`config.mk`:
```
export PLATFORM = sky130hd
export DESIGN_NAME = mert_to_mont
export DESIGN_NICKNAME = d
export VERILOG_FILES = /design/src/rtl/mert_to_mont.sv
export SDC_FILE = /design/constraint.sdc
export NUM_CORES = 1
export LEC_CHECK = 0
export ABC_AREA = 1
export ABC_CLOCK_PERIOD_IN_PS = 4000
export CAP_MARGIN = 20
export CORE_ASPECT_RATIO = 1.75
export CORE_UTILIZATION = 42
export CTS_BUF_LIST = sky130_fd_sc_hd__clkbuf_4 sky130_fd_sc_hd__clkbuf_8
export DETAILED_ROUTE_END_ITERATION = 10
export PLACE_DENSITY = 0.74
export SYNTH_ARGS = -nofsm -noshare
export SYNTH_HDL_FRONTEND = slang
export SYNTH_SLANG_ARGS = --single-unit
export TNS_END_PERCENT = 5
```
`constraint.sdc`:
```
create_clock -name clk -period 4 [get_ports clk]
set_input_delay 0.6 -clock clk [delete_from_list [all_inputs] [get_ports clk]]
set_output_delay 0.6 -clock clk [all_outputs]
set_load 0.01 [all_outputs]
```
`src/rtl/mert_to_mont.sv`:
```
// Montgomery-domain entry converter: R = (A * 2^K) mod Q by iterative modular doubling,
// S doublings per clock, one operation in flight with valid/ready on both sides.
module mert_to_mont #(
  parameter logic [31:0] Q = 32'd2181040129,
  parameter int unsigned K = 33,
  parameter int unsigned S = 1
) (
  input  logic        clk,
  input  logic        rst_n,
  input  logic        in_valid,
  output logic        in_ready,
  input  logic [31:0] A,
  output logic        out_valid,
  input  logic        out_ready,
  output logic [31:0] R,
  output logic        busy
);

  localparam int unsigned STEPS = K / S;
  localparam int unsigned CW    = (STEPS > 1) ? $clog2(STEPS) : 1;
  localparam logic [CW-1:0] LAST  = CW'(STEPS - 1);
  localparam logic [32:0]   Q_EXT = {1'b0, Q};

  typedef enum logic [1:0] {IDLE, RUN, DONE} state_t;

  state_t          state;
  logic [31:0]     x;
  logic [CW-1:0]   cnt;
  logic [31:0]     a_red;
  logic [31:0]     x_next;
  logic [32:0]     t;

  // A single conditional subtraction suffices since 2^32 < 2Q.
  always_comb a_red = (A >= Q) ? A - Q : A;

  // NOTE: every variable assigned in always_comb gets a default first, so no latch is inferred.
  always_comb begin
    x_next = x;
    t      = '0;
    for (int i = 0; i < int'(S); i++) begin
      // Compare on the full 33-bit doubled value; x < Q keeps t - Q below 2^32.
      t      = {x_next, 1'b0};
      x_next = (t >= Q_EXT) ? 32'(t - Q_EXT) : t[31:0];
    end
  end

  // NOTE: sequential state uses non-blocking assignments so all registers update together.
  always_ff @(posedge clk or negedge rst_n) begin
    if (!rst_n) begin
      state <= IDLE;
      x     <= '0;
      cnt   <= '0;
    end else begin
      case (state)
        IDLE: if (in_valid) begin
          x     <= a_red;
          cnt   <= '0;
          state <= RUN;
        end
        RUN: begin
          x   <= x_next;
          cnt <= cnt + CW'(1);
          if (cnt == LAST) state <= DONE;
        end
        DONE: if (out_ready) state <= IDLE;
        default: state <= IDLE;
      endcase
    end
  end

  assign in_ready  = (state == IDLE);
  assign out_valid = (state == DONE);
  assign busy      = (state != IDLE);
  assign R         = x;

endmodule

```
* Word-level counts from Yosys, hierarchy flattened
Index checks and enable logic that the tools add are counted.
** Word-level totals
- Logic and storage cells :: 29
- Output and inout bits :: 35
- Register bits :: 40
- Input bits :: 36
** Cells by class
- Reduce and logical (&&, ||, !) cells :: 5
- Multiplexer cells :: 10
- Equal/unequal tests :: 6
- $lt $le $gt $ge :: 2
- Add/subtract/negate cells :: 3
** Operators with widths (count)
- 2-to-1 mux 32 bit :: 3
- case mux 32 bit (2 select lines) :: 1
- subtractor 32 bit (second input constant) :: 2
- >= comparator 33 x 32 -> 1 bit (second input constant) :: 1
- >= comparator 32 bit (second input constant) :: 1
- case mux 6 bit (2 select lines) :: 1
- adder 6 x 1 -> 6 bit (second input constant) :: 1
- equality test 6 bit (second input constant) :: 1
- 2-to-1 mux 2 bit :: 3
- 2-to-1 mux 6 bit :: 1
- case mux 2 bit (3 select lines) :: 1
- inequality test 2 bit (second input constant) :: 2
- nonzero test 2 bit :: 2
- AND reduction 3 bit :: 1
- equality test 2 x 1 -> 1 bit (second input constant) :: 1
- equality test 2 bit (second input constant) :: 1
- logical NOT 2 bit :: 1
- inequality test 2 x 1 -> 1 bit (second input constant) :: 1
- AND reduction 2 bit :: 1

* Longest topological paths before layout
Gate-level depths: netlist (run 1).
- Word-level depth :: 4
- Gate-level depth with buffers :: 17
- Depth with buffers taken out :: 16

* Least setup slack after synthesis (run 1)
OpenSTA, ideal clock, no wires.
- Path type :: input to register
- From :: in A[0]
- To :: reg x[19], in the netlist R[19]
- Arrival :: 1.911 ns
- Setup slack :: 1.964 ns
- Buffers on the path :: 2
- Library setup time :: 0.125 ns
- Required time :: 3.875 ns
- Cell stages on the path :: 16
- Path through :: inv_1 ha_1 nand2_2 inv_2 nand2_2 nand2_2 nand2_2 nand2_1 nand3_2 buf_6 buf_6 nand2_2 nor2_1 nand2_1 nand3_1 nand3_1
** On the way
- Word-level cells in the longest chain between the ends :: 4
- Elaborated cells on any way between the ends :: 5
- Those cells by class :: add/sub: 1; order compare: 1; mux: 3
** Ends and longest elaborated chain
- start: declaration :: RTL line 12 : input logic [31:0] A,
- subtractor 32 bit or >= comparator 32 bit (tied branches) :: RTL line 34 : always_comb a_red = (A >= Q) ? A - Q : A;
- 2-to-1 mux 32 bit * :: RTL line 34
- 2-to-1 mux 32 bit * :: RTL line 55 : IDLE: if (in_valid) begin
- case mux 32 bit (2 select lines) * :: RTL line 54 : case (state)
- end signal: assignment :: RTL line 56 : x <= a_red;
- end signal: assignment :: RTL line 61 : x <= x_next;
- end: declaration :: RTL line 27 : logic [31:0] x;
Mark *: on every way between the ends. The rest lies on a longest branch, timed or not. The select of a mux whose other input is x is not followed.
A chain may end at the register's enable or synchronous reset.

* Final worst setup path (run 1)
- From :: in A[0]
- To :: reg x[1], in the netlist R[1]
Same word-level chain as after synthesis.

==> results of run 1 <==
area by class of cell:
| cell class | instances | share of cell area, % |
|---|---|---|
| timing repair buffer | 76 | 13.35 |
| sequential | 40 | 18.04 |
| clock inverter | 3 | 0.8345 |
| clock buffer | 5 | 1.240 |
| multi-input combinational | 691 | 56.70 |
| inverter | 102 | 6.901 |
| tap | 130 | 2.932 |
routing by layer:
metal	wire [um]	up-vias	track usage [%]	share of wire (%)
met2	7807	177	47.59	52
met4	639	0	13.67	4.2
met3	565	34	1.994	3.7
li1	-	2834	-	-
met1	6107	2460	32.64	40
met5	0	-	0	0
critical path, delay by kind of cell:
kind | cells | cell delay (ns)
AOI/OAI and AO/OA | 2 | 0.32
and+or+nand+nor | 7 | 0.83
buffers and inverters | 4 | 1.02
adders and majority gates | 1 | 0.24
cells in the mapped netlist:
cell type,number,area (um^2)
a21o_1,1,7.510
a21oi_1,25,125.1
a22oi_1,1,7.510
buf_2,9,45.04
buf_4,2,15.01
buf_6,7,78.83
clkbuf_1,7,26.28
clkbuf_2,1,5.000
clkinv_1,2,7.510
dfrtp_1,40,1001
ha_1,5,62.56
inv_1,91,341.6
inv_2,9,33.78
nand2_1,317,1190
nand2_2,10,62.56
nand2_4,1,11.26
nand3_1,97,485.5
nand3_2,1,10.01
nand3b_1,6,45.04
nand4_1,14,87.58
nor2_1,121,454.2
nor2_2,14,87.58
nor2_4,3,33.78
nor3_1,7,35.03
o211ai_1,6,45.04
o211ai_2,1,12.51
o21ai_0,26,130.1
o21ai_1,12,60.06
o21ai_2,1,8.760
o21bai_1,1,7.510
o22ai_1,4,25.02
o31ai_1,2,15.01
xnor2_1,2,17.52
xor2_1,13,113.9
logic make-up after synthesis:
group,Yosys count
compound gates,80
flops,40
buf+inv,128
xor+xnor,15
fa+ha+maj,5
simple gates,591
power groups by stage:
stage	Sequential, W	Clock, W	Combinational [W]
after floorplan	0.000925	0	0.00156
after global placement	0.000969	0	0.00231
after detailed placement	0.000968	0	0.00234
after CTS	0.000960	0.000367	0.00235
after global routing	0.000993	0.000380	0.00264
final	0.000967	0.000364	0.00236
through the flow:
stage | setup slack, ns | cell area (um^2)
after floorplan | 1.964 | 4695
after detailed placement | 0.9269 | 5433
after CTS | 1.252 | 5548
final | 1.226 | 5548
after global placement | 0.9682 | 5433
after global routing | 1.020 | 5548
path summary, 6_finish.rpt:
path | slack (ns) | endpoint
hold reg to reg | 0.57 | cnt[4]
max in group asynchronous | 2.95 | R[25]
setup / recovery | 1.23 | R[1]
hold / removal | 0.43 | cnt[5]
setup reg to reg | 1.33 | R[10]
min in group clk | 0.57 | cnt[4]
sequential cells by signal, summed over array words and instances, names as in the netlist:
register / flops
R: 32
state: 2
cnt: 6
layout by cell type (no fill, tap or decap), types with 10 or more instances in the layout:
cell	Yosys	layout
inv_1	91	91
nor2_2	14	16
nand4_1	14	14
nand2_1	317	317
nand3_1	97	97
a21oi_1	25	25
nand2_2	10	10
nor2_1	121	119
o21ai_1	12	12
xor2_1	13	13
o21ai_0	26	26
dfrtp_1	40	40
clkdlybuf4s50_1	0	69
==> results by group, run 1 <==
Critical path
  – Reg2reg path depth: 14
  – Most frequent CP cell: nand2_2
  – Slowest CP cell: clkdlybuf4s50_1
  – Slowest stage delay, CP: 0.46 ns
  – Setup crit end kind: flip-flop
  – Crit path cell chain: clkdlybuf4s50_1, inv_1, ha_1, nand2_2, inv_2, nand2_2, nand2_2, nand2_2, nand2_1, nand3_2, buf_4, o211ai_1, nand3_1, o21ai_0
  – CP startpoint kind: primary input
  – CP Max Fanout: 22
  – Reg2Reg Launch Point: R[0]
  – Worst EP arrival: 3.01 ns
  – Setup crit start: A[0]
  – Crit Path Class: in -> reg
  – Data required, critical path: 4.23 ns

Synth
  – Post-Synth Simple-Gate Area: 53.30%
  – Mapped Cells: 859
  – Largest family of logic cells by synthesized area: simple AND/OR/NAND/NOR gates
  – Register area share after synthesis: 21.32%
  – Synth Cell Area: 4695 um^2
  – Synth Area in Adders: 1.333%
  – Post-synthesis mux area share: 0%
  – Post-Synth XOR/XNOR Area: 2.799%
  – Synth warnings: 0
  – Syn Nets: 900
  – Area fraction in compound gates after synthesis: 9.462%
  – Count of cell types in the netlist: 34
  – Post-Syn Area per Cell: 5.465 um^2
  – Synth Register Bits: 40

Timing
  – Clock skew: 0.01404 ns
  – Final Setup Violations: 0
  – Worst Tran Pin Value: 0.9706 ns
  – Max Fclk: 0.3605 GHz
  – Period utilisation layout: 69.36%
  – Fin. Hold Viols: 0
  – Final hold slack: 0.4298 ns
  – Setup TNS: 0 ns
  – Final Max Slew Viols: 0
  – RSZ-0062 raised after global routing: no
  – Tmin final: 2.774 ns
  – Slew margin rel.: 35.29%

Job
  – Max-cap violation count: 0

Clocking
  – Root buf cell: clkbuf_8
  – Hold-fix buffers, CTS: 0
  – CTS H-tree lvls: 2
  – Max Root-Sink Buffers: 2
  – Clock sink total: 40
  – Setup bufs post-CTS: 0
  – CTS tree: yes
  – Total CTS buffers: 5
  – Worst skew pair latency: 0.31 ns
  – Post-cts resize count: 0
  – Worst-path clk slew: 0.10 ns

Drt
  – Via Count: 5505
  – Final WL: 15120 um
  – Drt pass-1 iters: 4
  – Initial DRC count: 395
  – DR WL/cell: 14.44 um
  – Avg Vias per Cell: 5.258
  – DRC viols: 0
  – DRT antenna net count: 0

Power and ir drop
  – Pwr/cell area: 665.3 nW/um^2
  – P_int: 0.001738 W
  – LEAKAGE: 2.703 nW
  – Clock power frac: 9.9%
  – Sw power: 0.001953 W
  – VDD IR-drop max: 0.4180 mV
  – Total Power: 0.003691 W
  – Sw frac: 52.92%
  – Sequential Power Share: 26.2%
  – Logic pwr share: 63.9%

Final layout
  – Area growth, synth to finish: 18.18%
  – Final non-filler cell total: 1047
  – Final core occ: 51.56%
  – Final net count: 957
  – Multi-input gate area: 3146 um^2
  – Ant diodes: 0
  – Share of cells above drive strength 1: 6.216%
  – Filler cells: 1168
  – Sequential Area: 1001 um^2

Die
  – I/O pins: 71
  – Die width: 81.92 um
  – Row count: 50
  – Die ar.: 11620 um^2
  – Initial core utilization: 43.63%
  – Die height: 141.9 um
  – CORE AREA: 10760 um^2

Global route
  – Grt ovf: 0
  – Largest net degree at the start of global routing: 51
  – Antenna violations before repair: 0
  – Vias in the first global route: 4920
  – GRT Total Usage: 27.32%
  – First-pass GRT wire length: 24100 um

Placement
  – I/O Buffers: 70
  – Dpl cells: 1039
  – DP Wirelength: 11970 um
  – Routability cong.: 1.063

Status
  – Outcome: finished, final reports clean

Worst hold path
  – Hold WC Path Type: in -> async
No activity file was read; power rests on OpenSTA's default activity.
==> run 2: changes to the inputs <==
--- a/config.mk
+++ b/config.mk
@@ -6,13 +6,13 @@
 export NUM_CORES = 1
 export LEC_CHECK = 0
 export ABC_AREA = 1
-export ABC_CLOCK_PERIOD_IN_PS = 4000
+export ABC_CLOCK_PERIOD_IN_PS = 2300
 export CAP_MARGIN = 20
 export CORE_ASPECT_RATIO = 1.75
 export CORE_UTILIZATION = 42
 export CTS_BUF_LIST = sky130_fd_sc_hd__clkbuf_4 sky130_fd_sc_hd__clkbuf_8
 export DETAILED_ROUTE_END_ITERATION = 10
-export PLACE_DENSITY = 0.74
+export PLACE_DENSITY = 0.76
 export SYNTH_ARGS = -nofsm -noshare
 export SYNTH_HDL_FRONTEND = slang
 export SYNTH_SLANG_ARGS = --single-unit
==> constraint.sdc (replaced) <==
create_clock -name clk -period 2.3 [get_ports clk]
set_input_delay 0.345 -clock clk [delete_from_list [all_inputs] [get_ports clk]]
set_output_delay 0.345 -clock clk [all_outputs]
set_load 0.01 [all_outputs]
==> run 2 against run 1 <==
Register-to-register slack worse by 1.2 ns. Setup slack got worse by 1.1 ns. Clock power is 66% higher. Non-clock buffer count rose by 92. Hold slack better by 0.0054 ns. Critical path depth rose by 1.
==> results by group, run 2 (same netlist as run 1, synthesis figures left out) <==
Status
  – Outcome: finished, final reports clean

Die
  – Die ar.: 11620 um^2
  – Initial core utilization: 43.63%
  – Die height: 141.9 um
  – CORE AREA: 10760 um^2
  – Row count: 50
  – I/O pins: 71
  – Die width: 81.92 um

Drt
  – Drt pass-1 iters: 5
  – DRC viols: 0
  – Avg Vias per Cell: 5.133
  – DR WL/cell: 13.52 um
  – Initial DRC count: 396
  – DRT antenna net count: 0
  – Final WL: 15400 um
  – Via Count: 5847

Final layout
  – Filler cells: 1066
  – Most frequent cells in the layout: 316 x nand2_1, 119 x nor2_1, 97 x nand3_1
  – Final net count: 1049
  – Number of flip-flops under the largest register name: 32
  – Final non-filler cell total: 1139
  – Share of cells above drive strength 1: 14.87%
  – Ant diodes: 0
  – Area growth, synth to finish: 34.54%
  – Commonest non-fill, non-tap cell in the layout: nand2_1

Timing
  – RSZ-0062 raised after global routing: no
  – Final hold slack: 0.4352 ns
  – Final Max Slew Viols: 0
  – Final Setup Violations: 0
  – Max Fclk: 0.4648 GHz
  – Period utilisation layout: 93.55%
  – Fin. Hold Viols: 0
  – Slew margin rel.: 71.36%
  – Worst Tran Pin Value: 0.4280 ns
  – Tmin final: 2.152 ns
  – Clock skew: 0.01589 ns

Critical path
  – Setup crit end kind: flip-flop
  – Reg2reg end: R[24]
  – Setup crit start: R[1]
  – Crit Path Class: reg -> reg
  – Reg2Reg Launch Point: R[1]
  – Reg2reg setup slack: 0.15 ns
  – CP Max Fanout: 6
  – Critical Path Sink: R[24]
  – Reg2reg path depth: 15
  – CP startpoint kind: flip-flop
  – Data required, critical path: 2.50 ns
  – Worst EP arrival: 2.35 ns

Clocking
  – Worst-path clk slew: 0.09 ns
  – CTS H-tree lvls: 2
  – CTS tree: yes
  – Worst skew pair latency: 0.31 ns
  – Root buf cell: clkbuf_8
  – Clock sink total: 40
  – Total CTS buffers: 5
  – Max Root-Sink Buffers: 2

Worst hold path
  – Hold WC Path Type: in -> async

Job
  – Max-cap violation count: 0

Global route
  – First-pass GRT wire length: 25190 um
  – Antenna violations before repair: 0
  – Grt ovf: 0
  – GRT Total Usage: 28.20%
  – Vias in the first global route: 5477
  – Largest net degree at the start of global routing: 31

Placement
  – Dpl cells: 1129
  – I/O Buffers: 70
  – Routability cong.: 0.9654
  – DP Wirelength: 12730 um

Power and ir drop
  – LEAKAGE: 3.170 nW
  – Pwr/cell area: 1083 nW/um^2
  – VDD IR-drop max: 1.006 mV
==> run 2: what timing repair did <==
action	in CTS	in global routing
hold buffers	1	0
setup buffers	0	1
gates resized for setup	0	8
setup endpoints to repair	0	6
endpoints found under the hold margin	11	0
==> run 2: final cells by class <==
| cell class | instances | area (um^2) | share of cell area, % |
|---|---|---|---|
| clock buffer | 5 | 68.82 | 1.090 |
| clock inverter | 3 | 46.29 | 0.7330 |
| inverter | 102 | 385.4 | 6.101 |
| multi-input combinational | 691 | 3164 | 50.10 |
| sequential | 40 | 1001 | 15.85 |
| tap | 130 | 162.7 | 2.575 |
| timing repair buffer | 168 | 1488 | 23.55 |
==> run 2: per-stage QoR <==
stage | total power (W) | instance area, um^2 | TNS [ns] | worst slack, ns | util (%)
global route | 0.007447 | 6316 | 0 | 0.006499 | 58.70
CTS | 0.006754 | 6284 | 0 | 0.1057 | 58.40
finish | 0.006841 | 6316 | 0 | 0.1484 | 58.70
detailed placement | 0.006132 | 6158 | -3.185 | -0.1571 | 57.23
global placement | 0.006055 | 6158 | -2.071 | -0.1419 | 57.23
floorplan | 0.004320 | 4695 | 0 | 0.3848 | -
==> run 2: routing by layer <==
metal,vias up,GRT usage (%),wire length [um]
met5,-,0,0
met4,0,14.22,628
met3,36,1.479,486
met1,2640,32.61,6217
li1,3018,-,-
met2,153,50.63,8063
==> run 2: worst max-delay path, stage by stage (launching register included) <==
cell and delay (ns):
dfrtp_1 0.41, buf_4 0.15, nor2_1 0.08, nand2_1 0.12, nor2_1 0.23, nand2_1 0.16, o21ai_2 0.29, nand2_1 0.10
nand2_1 0.09, nand2_1 0.06, nand2_1 0.06, nand2_1 0.06, nand2_1 0.07, nand2_1 0.06, nand2_1 0.06, nand2_1 0.05
==> run 2: power breakdown <==
group | switching [W] | internal, W
Sequential | 0.000473 | 0.00108
Clock | 0.000279 | 0.000327
Combinational | 0.00272 | 0.00196
Total | 0.00347 | 0.00337
==> run 2: how the worst min path moves through the flow <==
stage	to	slack [ns]
floorplan	R[0]	0.05
global placement	cnt[5]	0.24
detailed placement	state[0]	0.24
CTS	state[0]	0.44
global route	state[0]	0.46
finish	state[0]	0.44
